$ cat src/rtl/sm_pwm.sv
// Sign-magnitude PWM modulator: per-frame duty quantisation with first-order error
// feedback, complementary H-bridge drive and a dead-time blank on polarity change.
module sm_pwm #(
  parameter int CNT_W = 8,
  parameter int DT    = 4
) (
  input  logic             clk,
  input  logic             rst_n,
  input  logic             en,
  input  logic [15:0]      in_mag,
  input  logic             in_sign,
  output logic             pwm_p,
  output logic             pwm_n,
  output logic             frame,
  output logic [CNT_W-1:0] duty
);

  localparam int ERR_W = 16 - CNT_W;
  localparam logic [CNT_W-1:0] MAX  = '1;
  localparam logic [CNT_W-1:0] DT_C = CNT_W'(DT);

  logic [CNT_W-1:0] cnt_q, cnt_d;
  logic [CNT_W-1:0] duty_q, duty_d;
  logic             sign_q, sign_d;
  logic [CNT_W-1:0] blank_q, blank_d;
  logic [ERR_W-1:0] err_q, err_d;
  logic             pwm_p_q, pwm_p_d;
  logic             pwm_n_q, pwm_n_d;
  logic             frame_q, frame_d;

  logic             restart;
  logic             boundary;
  logic             same;
  logic             active;
  logic [16:0]      sum;

  always_comb begin
    cnt_d   = cnt_q;
    duty_d  = duty_q;
    sign_d  = sign_q;
    blank_d = blank_q;
    err_d   = err_q;

    // cnt == 0 without a frame pulse only happens straight after reset or a
    // disabled cycle, so that is the first enabled edge.
    restart  = ~frame_q & (cnt_q == '0);
    boundary = en & (restart | (cnt_q == MAX));
    same     = (in_sign == sign_q);
    sum      = {1'b0, in_mag} + (same ? {{(CNT_W+1){1'b0}}, err_q} : 17'd0);

    if (!en) begin
      cnt_d = '0;
      err_d = '0;
    end else begin
      cnt_d = boundary ? '0 : cnt_q + 1'b1;
      if (boundary) begin
        if (sum[16]) begin
          duty_d = MAX;
          err_d  = '1;
        end else begin
          duty_d = sum[15:ERR_W];
          err_d  = sum[ERR_W-1:0];
        end
        blank_d = same ? '0 : DT_C;
        sign_d  = in_sign;
      end
    end

    // Outputs are registered from next-state values so they line up with cnt.
    active  = (cnt_d >= blank_d) & (cnt_d < duty_d);
    pwm_p_d = en & ~sign_d & active;
    pwm_n_d = en &  sign_d & active;
    frame_d = en & (cnt_d == '0);
  end

  always_ff @(posedge clk or negedge rst_n) begin
    if (!rst_n) begin
      cnt_q   <= '0;
      duty_q  <= '0;
      sign_q  <= 1'b0;
      blank_q <= '0;
      err_q   <= '0;
      pwm_p_q <= 1'b0;
      pwm_n_q <= 1'b0;
      frame_q <= 1'b0;
    end else begin
      cnt_q   <= cnt_d;
      duty_q  <= duty_d;
      sign_q  <= sign_d;
      blank_q <= blank_d;
      err_q   <= err_d;
      pwm_p_q <= pwm_p_d;
      pwm_n_q <= pwm_n_d;
      frame_q <= frame_d;
    end
  end

  assign pwm_p = pwm_p_q;
  assign pwm_n = pwm_n_q;
  assign frame = frame_q;
  assign duty  = duty_q;

endmodule

$ cat config.mk
export PLATFORM = sky130hd
export DESIGN_NAME = sm_pwm
export DESIGN_NICKNAME = d
export VERILOG_FILES = /design/src/rtl/sm_pwm.sv
export SDC_FILE = /design/constraint.sdc
export NUM_CORES = 1
export LEC_CHECK = 0
export BUFFER_PORTS_ARGS = -buffer_cell sky130_fd_sc_hd__clkbuf_2
export CAP_MARGIN = 20
export CORE_ASPECT_RATIO = 1.2
export CORE_MARGIN = 2
export CORE_UTILIZATION = 25
export CTS_CLUSTER_SIZE = 8
export DETAILED_ROUTE_END_ITERATION = 8
export SLEW_MARGIN = 20
export SYNTH_ARGS = -nofsm -noshare
export SYNTH_HDL_FRONTEND = slang
export SYNTH_SLANG_ARGS = --single-unit
$ cat constraint.sdc
create_clock -name clk -period 7.3 [get_ports clk]
set_input_delay 1.095 -clock clk [delete_from_list [all_inputs] [get_ports clk]]
set_output_delay 1.095 -clock clk [all_outputs]
set_load 0.02 [all_outputs]
---- Yosys cells after proc, flatten, opt, wreduce, memory -nomap -nowiden ----
Index checks and enable logic that the tools add are counted.
storage, ports and cells
  latch bits .............................. 0
  memories ................................ 0
  memory bits (read-only) ................. 0
  memory bits (writable) .................. 0
  flip-flop bits (word level) ............. 36
  bits of input ports ..................... 20
operators by class
  multiplexer cells ....................... 14
  order comparisons ....................... 2
  shift operators ......................... 0
  equality and inequality tests ........... 3
  divide/modulo/power cells ............... 0
  $mul .................................... 0
  add/sub/neg operators ................... 2
  bitwise logic cells ..................... 11
  reductions and logical operators ........ 2
operator list
  operator               count
  $mux W8                11
  $add A16 B8 Y17        1
  $logic_not A8 Y1       2
  $add A8 B1 Y8 const B  1
  $and A1 B1 Y1          8
  $eq A8 B8 Y1 const B   1
  $ge A8 B8 Y1           1
  $lt A8 B8 Y1           1
  $mux W3                1
  $mux W1                2
  $ne A2 B1 Y1 const B   1
  $not A1 Y1             2
  $eq A1 B1 Y1           1
  $or A1 B1 Y1           1

---- Logic depth before layout (Yosys ltp) ----
  word-level depth ........................ 9
  depth in mapped cells ................... 15
  gate-level depth less buffers ........... 15

---- Worst setup path after synthesis ----
Ideal clock, no wire load.
  path type ............................... input to register
  start ................................... input in_sign
  end ..................................... register pwm_p_q, in the netlist pwm_p
  path slack .............................. 2.834 ns
  setup time .............................. 0.110 ns
  stages .................................. 15
  arrival ................................. 4.356 ns
  required time ........................... 7.190 ns
  buffers on the path ..................... 0
  cells stage by stage .................... xnor2_1 and2_1 ha_1 fa_1 a211oi_1 o211ai_1 nand3_1 nor4bb_1 a211o_1 ha_1 a21o_1 a21o_1 a21oi_1 nand2_1 o41ai_1
on the way
  cells in the longest elaborated chain, start to end .. 9
RTL lines
  element               line  text
  from (decl)           11    input logic in_sign,
  $eq A1 B1 Y1          48    same = (in_sign == sign_q);
  $mux W8               49    sum = {1'b0, in_mag} + (same ? {{(CNT_W+1){1'b0}}, err_q} : 17'd0);
  $add A16 B8 Y17       49
  $mux W8               57    if (sum[16]) begin
  $mux W8               56    if (boundary) begin
  $mux W8               51    if (!en) begin
  $lt A8 B8 Y1          70    active = (cnt_d >= blank_d) & (cnt_d < duty_d);
  $and A1 B1 Y1         70
  $and A1 B1 Y1 (*)     71    pwm_p_d = en & ~sign_d & active;
  net pwm_p_d           27    logic pwm_p_q, pwm_p_d;
  to (signal assigned)  92    pwm_p_q <= pwm_p_d;
  to (decl)             27
Mark *: on every way through the listed nets, which the timed path passes. The rest lies on a longest branch.
A chain may end at the register's enable or synchronous reset.

---- Worst setup path in the final report ----
  start ................................... input in_sign
  end ..................................... register pwm_n_q, in the netlist pwm_n
on the way
  cells in the longest elaborated chain, start to end .. 9
RTL lines
  element               line  text
  $eq A1 B1 Y1          48
  $mux W8               49
  $add A16 B8 Y17       49
  $mux W8               57
  $mux W8               56
  $mux W8               51
  $lt A8 B8 Y1          70
  $and A1 B1 Y1         70
  $and A1 B1 Y1 (*)     72    pwm_n_d = en & sign_d & active;
  net pwm_n_d           28    logic pwm_n_q, pwm_n_d;
  to (signal assigned)  93    pwm_n_q <= pwm_n_d;
  to (decl)             28
Marked as above.

==> impl_results.md <==
* Final hold violations at 0
* Max-Cap Viols at 0
* GRT overflow at 0
* Post-Syn Instances at 280
* TNS Setup at 0 ns
* Clock sinks at 36
* Row cnt at 40
* Final Core Density at 0.300
* Max Freq at 199 MHz
* Worst vdd ir at 0.000124 V
* All-layer global routing usage at 0.114
* H-Tree Depth at 2
* Min Hold Slack at 0.464 ns
* Most frequent cells in the layout: dfrtp_1 (36), clkbuf_2 (30), ha_1 (25), nand2_1 (23)
* CP max-delay cell: xnor2_1
* Most common library cell in the layout ignoring fill and taps: dfrtp_1
* Wire length of the first global-routing pass at 10.5 mm
* Post-cts repair resize count at 0
* Syn nets at around 330
* Vias in the first global route at 2103
* Critical Path Source Type: input pin
* Die Ht at between 100 and 150 µm
* Hold Crit Class: reg -> reg
* Crit share post-route at 0.687
* Clk pin slew, worst setup/hold paths at 0.05 ns
* Syn Area/Cell at around 9.3 µm²
* Distinct cell type count after synthesis at 55
* Diode count at 0
* Drt initial violations at between 100 and 150
* CTS Root Cell: clkbuf_16
* P&R area growth vs syn at 16.1%
* Synth top area share at 0.345
* Worst slew pin tran at 0.904 ns
* Largest net degree at the start of global routing at 37
* Worst Path Max Fanout at 10
* RSZ-0062 raised after global routing: no
* Layout cells sized above 1 at 0.165
* Status: complete, no violations
* WP data required at 7.46 ns
* CTS Hold Bufs at 0
* Synth area leaders: dfrtp_1 (35%), ha_1 (12%), and2_1 (3.6%)
* Fin. max-slew vios at 0
* IO Count at 31
* GP Congestion at 0.822
* Crit-path cells: clkbuf_2 -> xnor2_1 -> and2_1 -> ha_1 -> fa_1 -> a211oi_1 -> o211ai_1 -> nand3_1 -> nor4bb_1 -> a211o_1 -> ha_1 -> a21o_1 -> a21o_1 -> a21oi_1 -> nand2_1 -> o41ai_1
* Count of input and output buffers at 30
* Setup violators final at 0
* Vias per inst at 4.93
* Post-synthesis async set-or-reset flop share at 1.00
* # DRC at 0
* Clk_skew at slightly above 0.006 ns
* TritonCTS clock tree: yes
* Post-CTS Setup Bufs at 0
* DR vias at approximately 2100
* Crit Path Class: in -> reg
* Starting density of the core at 0.258
* CTS Buf Count at 5
* CP endpoint kind: register
* Multi-input gate area at ~1600 µm²
* Drt wl/cell at 14.3 µm
* Non-Filler Cell Area, Final at ~3000 µm²
* Number of synthesized flops with an enable pin at 0
* Placed wire-length estimate at 4.81 mm
* ANT nets after route at 0
* Crit-path max cell delay at 0.59 ns
* Final min period at 5.02 ns
* Leak at 1.49 nW
* Clock tree buffer depth at 2
* Yosys reg bits at 36
* Pwr Density at 346 nW/µm²
* Die area at 11300 µm²
* Drt first pass iters at 4
* Initial antenna violation count at 0
* Synthesized cell area at roughly 2600 µm²
* Placed cell count at 427
* Core area at 10100 µm²
* CP Data Arrival Time at 5.17 ns
* Layout fillers at 1086
* Total Wirelength at about 6.2 mm
* Main synth FF type: dfrtp_1
* Non-filler cells in the finished layout at 435
* Synth warn at 0
* Placed cell areas at 2860 µm²
* Reg area at 901 µm²
* Die W at 97.3 µm
* Sequential share of the synthesized area at 0.345
* Worst-skew pair later-pin latency at roughly 0.28 ns
* Nets@finish at 354
* Slew HR at 0.397
* Yosys top cell by area: dfrtp_1
[Yosys cell counts (2+ instances only)]
| master | count |
|---|---|
| and3_1 | 4 |
| a21o_1 | 9 |
| nand3_1 | 8 |
| and4_1 | 3 |
| o221a_2 | 2 |
| mux2_2 | 3 |
| o2111ai_1 | 2 |
| xnor2_1 | 6 |
| nor2_1 | 13 |
| o21a_1 | 5 |
| buf_2 | 3 |
| a211oi_1 | 4 |
| mux2i_1 | 6 |
| nand4_1 | 8 |
| buf_6 | 2 |
| o21ai_0 | 17 |
| a21oi_1 | 17 |
| dfrtp_1 | 36 |
| a31oi_1 | 2 |
| o41ai_1 | 2 |
| nor3_1 | 3 |
| nand2b_1 | 4 |
| clkbuf_1 | 4 |
| ha_1 | 25 |
| nand2_1 | 23 |
| o211ai_1 | 4 |
| inv_1 | 16 |
| xor2_1 | 8 |
| and2_1 | 15 |
[cell type report]
cell class	instances	area share
Multi-Input combinational cell	218	0.524
Timing Repair Buffer	31	0.0521
Clock inverter	2	0.0116
Tap cell	126	0.0521
Clock buffer	6	0.0426
Inverter	16	0.0198
Sequential cell	36	0.298
[critical path, delay by kind of cell]
family | cells | cell delay (ns)
adder cells (fa/ha/maj) | 3 | 0.71
AND/OR/NAND/NOR | 4 | 0.85
buffers and inverters | 1 | 0.11
XOR/XNOR | 1 | 0.59
AO/OA/AOI/OAI | 7 | 1.81
[metal layers]
metal / vias to the layer above / GRT usage / wire length (µm)
li1: 1085 / - / -
met5: - / 0 / 0
met2: 37 / 0.190 / 2890
met4: 0 / 0.0380 / 131
met3: 12 / 0.0235 / 213
met1: 1009 / 0.149 / 2980
[sequential cells by signal (all words and copies together), names as in the netlist]
register,count
sign_q,1
blank_q,8
pwm_n,1
duty,8
cnt_q,8
err_q,8
pwm_p,1
frame,1
[kinds of logic (layout without fill, tap and decap cells)]
group           Yosys count  in the layout  share of synthesized area
mux                       9              9                     0.0360
fa+ha+maj                26             26                      0.128
compound gates           78             78                      0.203
buf+inv                  26             55                     0.0460
flops                    36             36                      0.345
simple gates             91             91                      0.195
xor+xnor                 14             14                     0.0470
[metrics by stage]
stage                     worst slack, ns  total power, mW
after global routing                 1.95             1.14
final                                2.28             1.05
after floorplan                      2.83            0.681
after detailed placement             2.05            0.814
after CTS                            2.32             1.06
after global placement               2.27            0.808
[path summary, 6_finish.rpt]
kind | cells after the start | from | to | slack (ns)
worst max-delay path | 16 | in_sign | pwm_n | 2.28
worst min-delay path | 2 | blank_q[6] | blank_q[6] | 0.46
worst max register to register | 15 | sign_q | pwm_n | 2.79
worst min register to register | 2 | blank_q[6] | blank_q[6] | 0.46
max in group asynchronous | 1 | rst_n | err_q[4] | 5.80
min in group asynchronous | 1 | rst_n | duty[3] | 0.94
[where the power goes]
group / total, mW / internal, mW / switching [mW]
clock network: 0.239 / 0.160 / 0.0787
registers: 0.293 / 0.257 / 0.0365
logic: 0.516 / 0.201 / 0.316
Power figures use the tool's default switching activity.
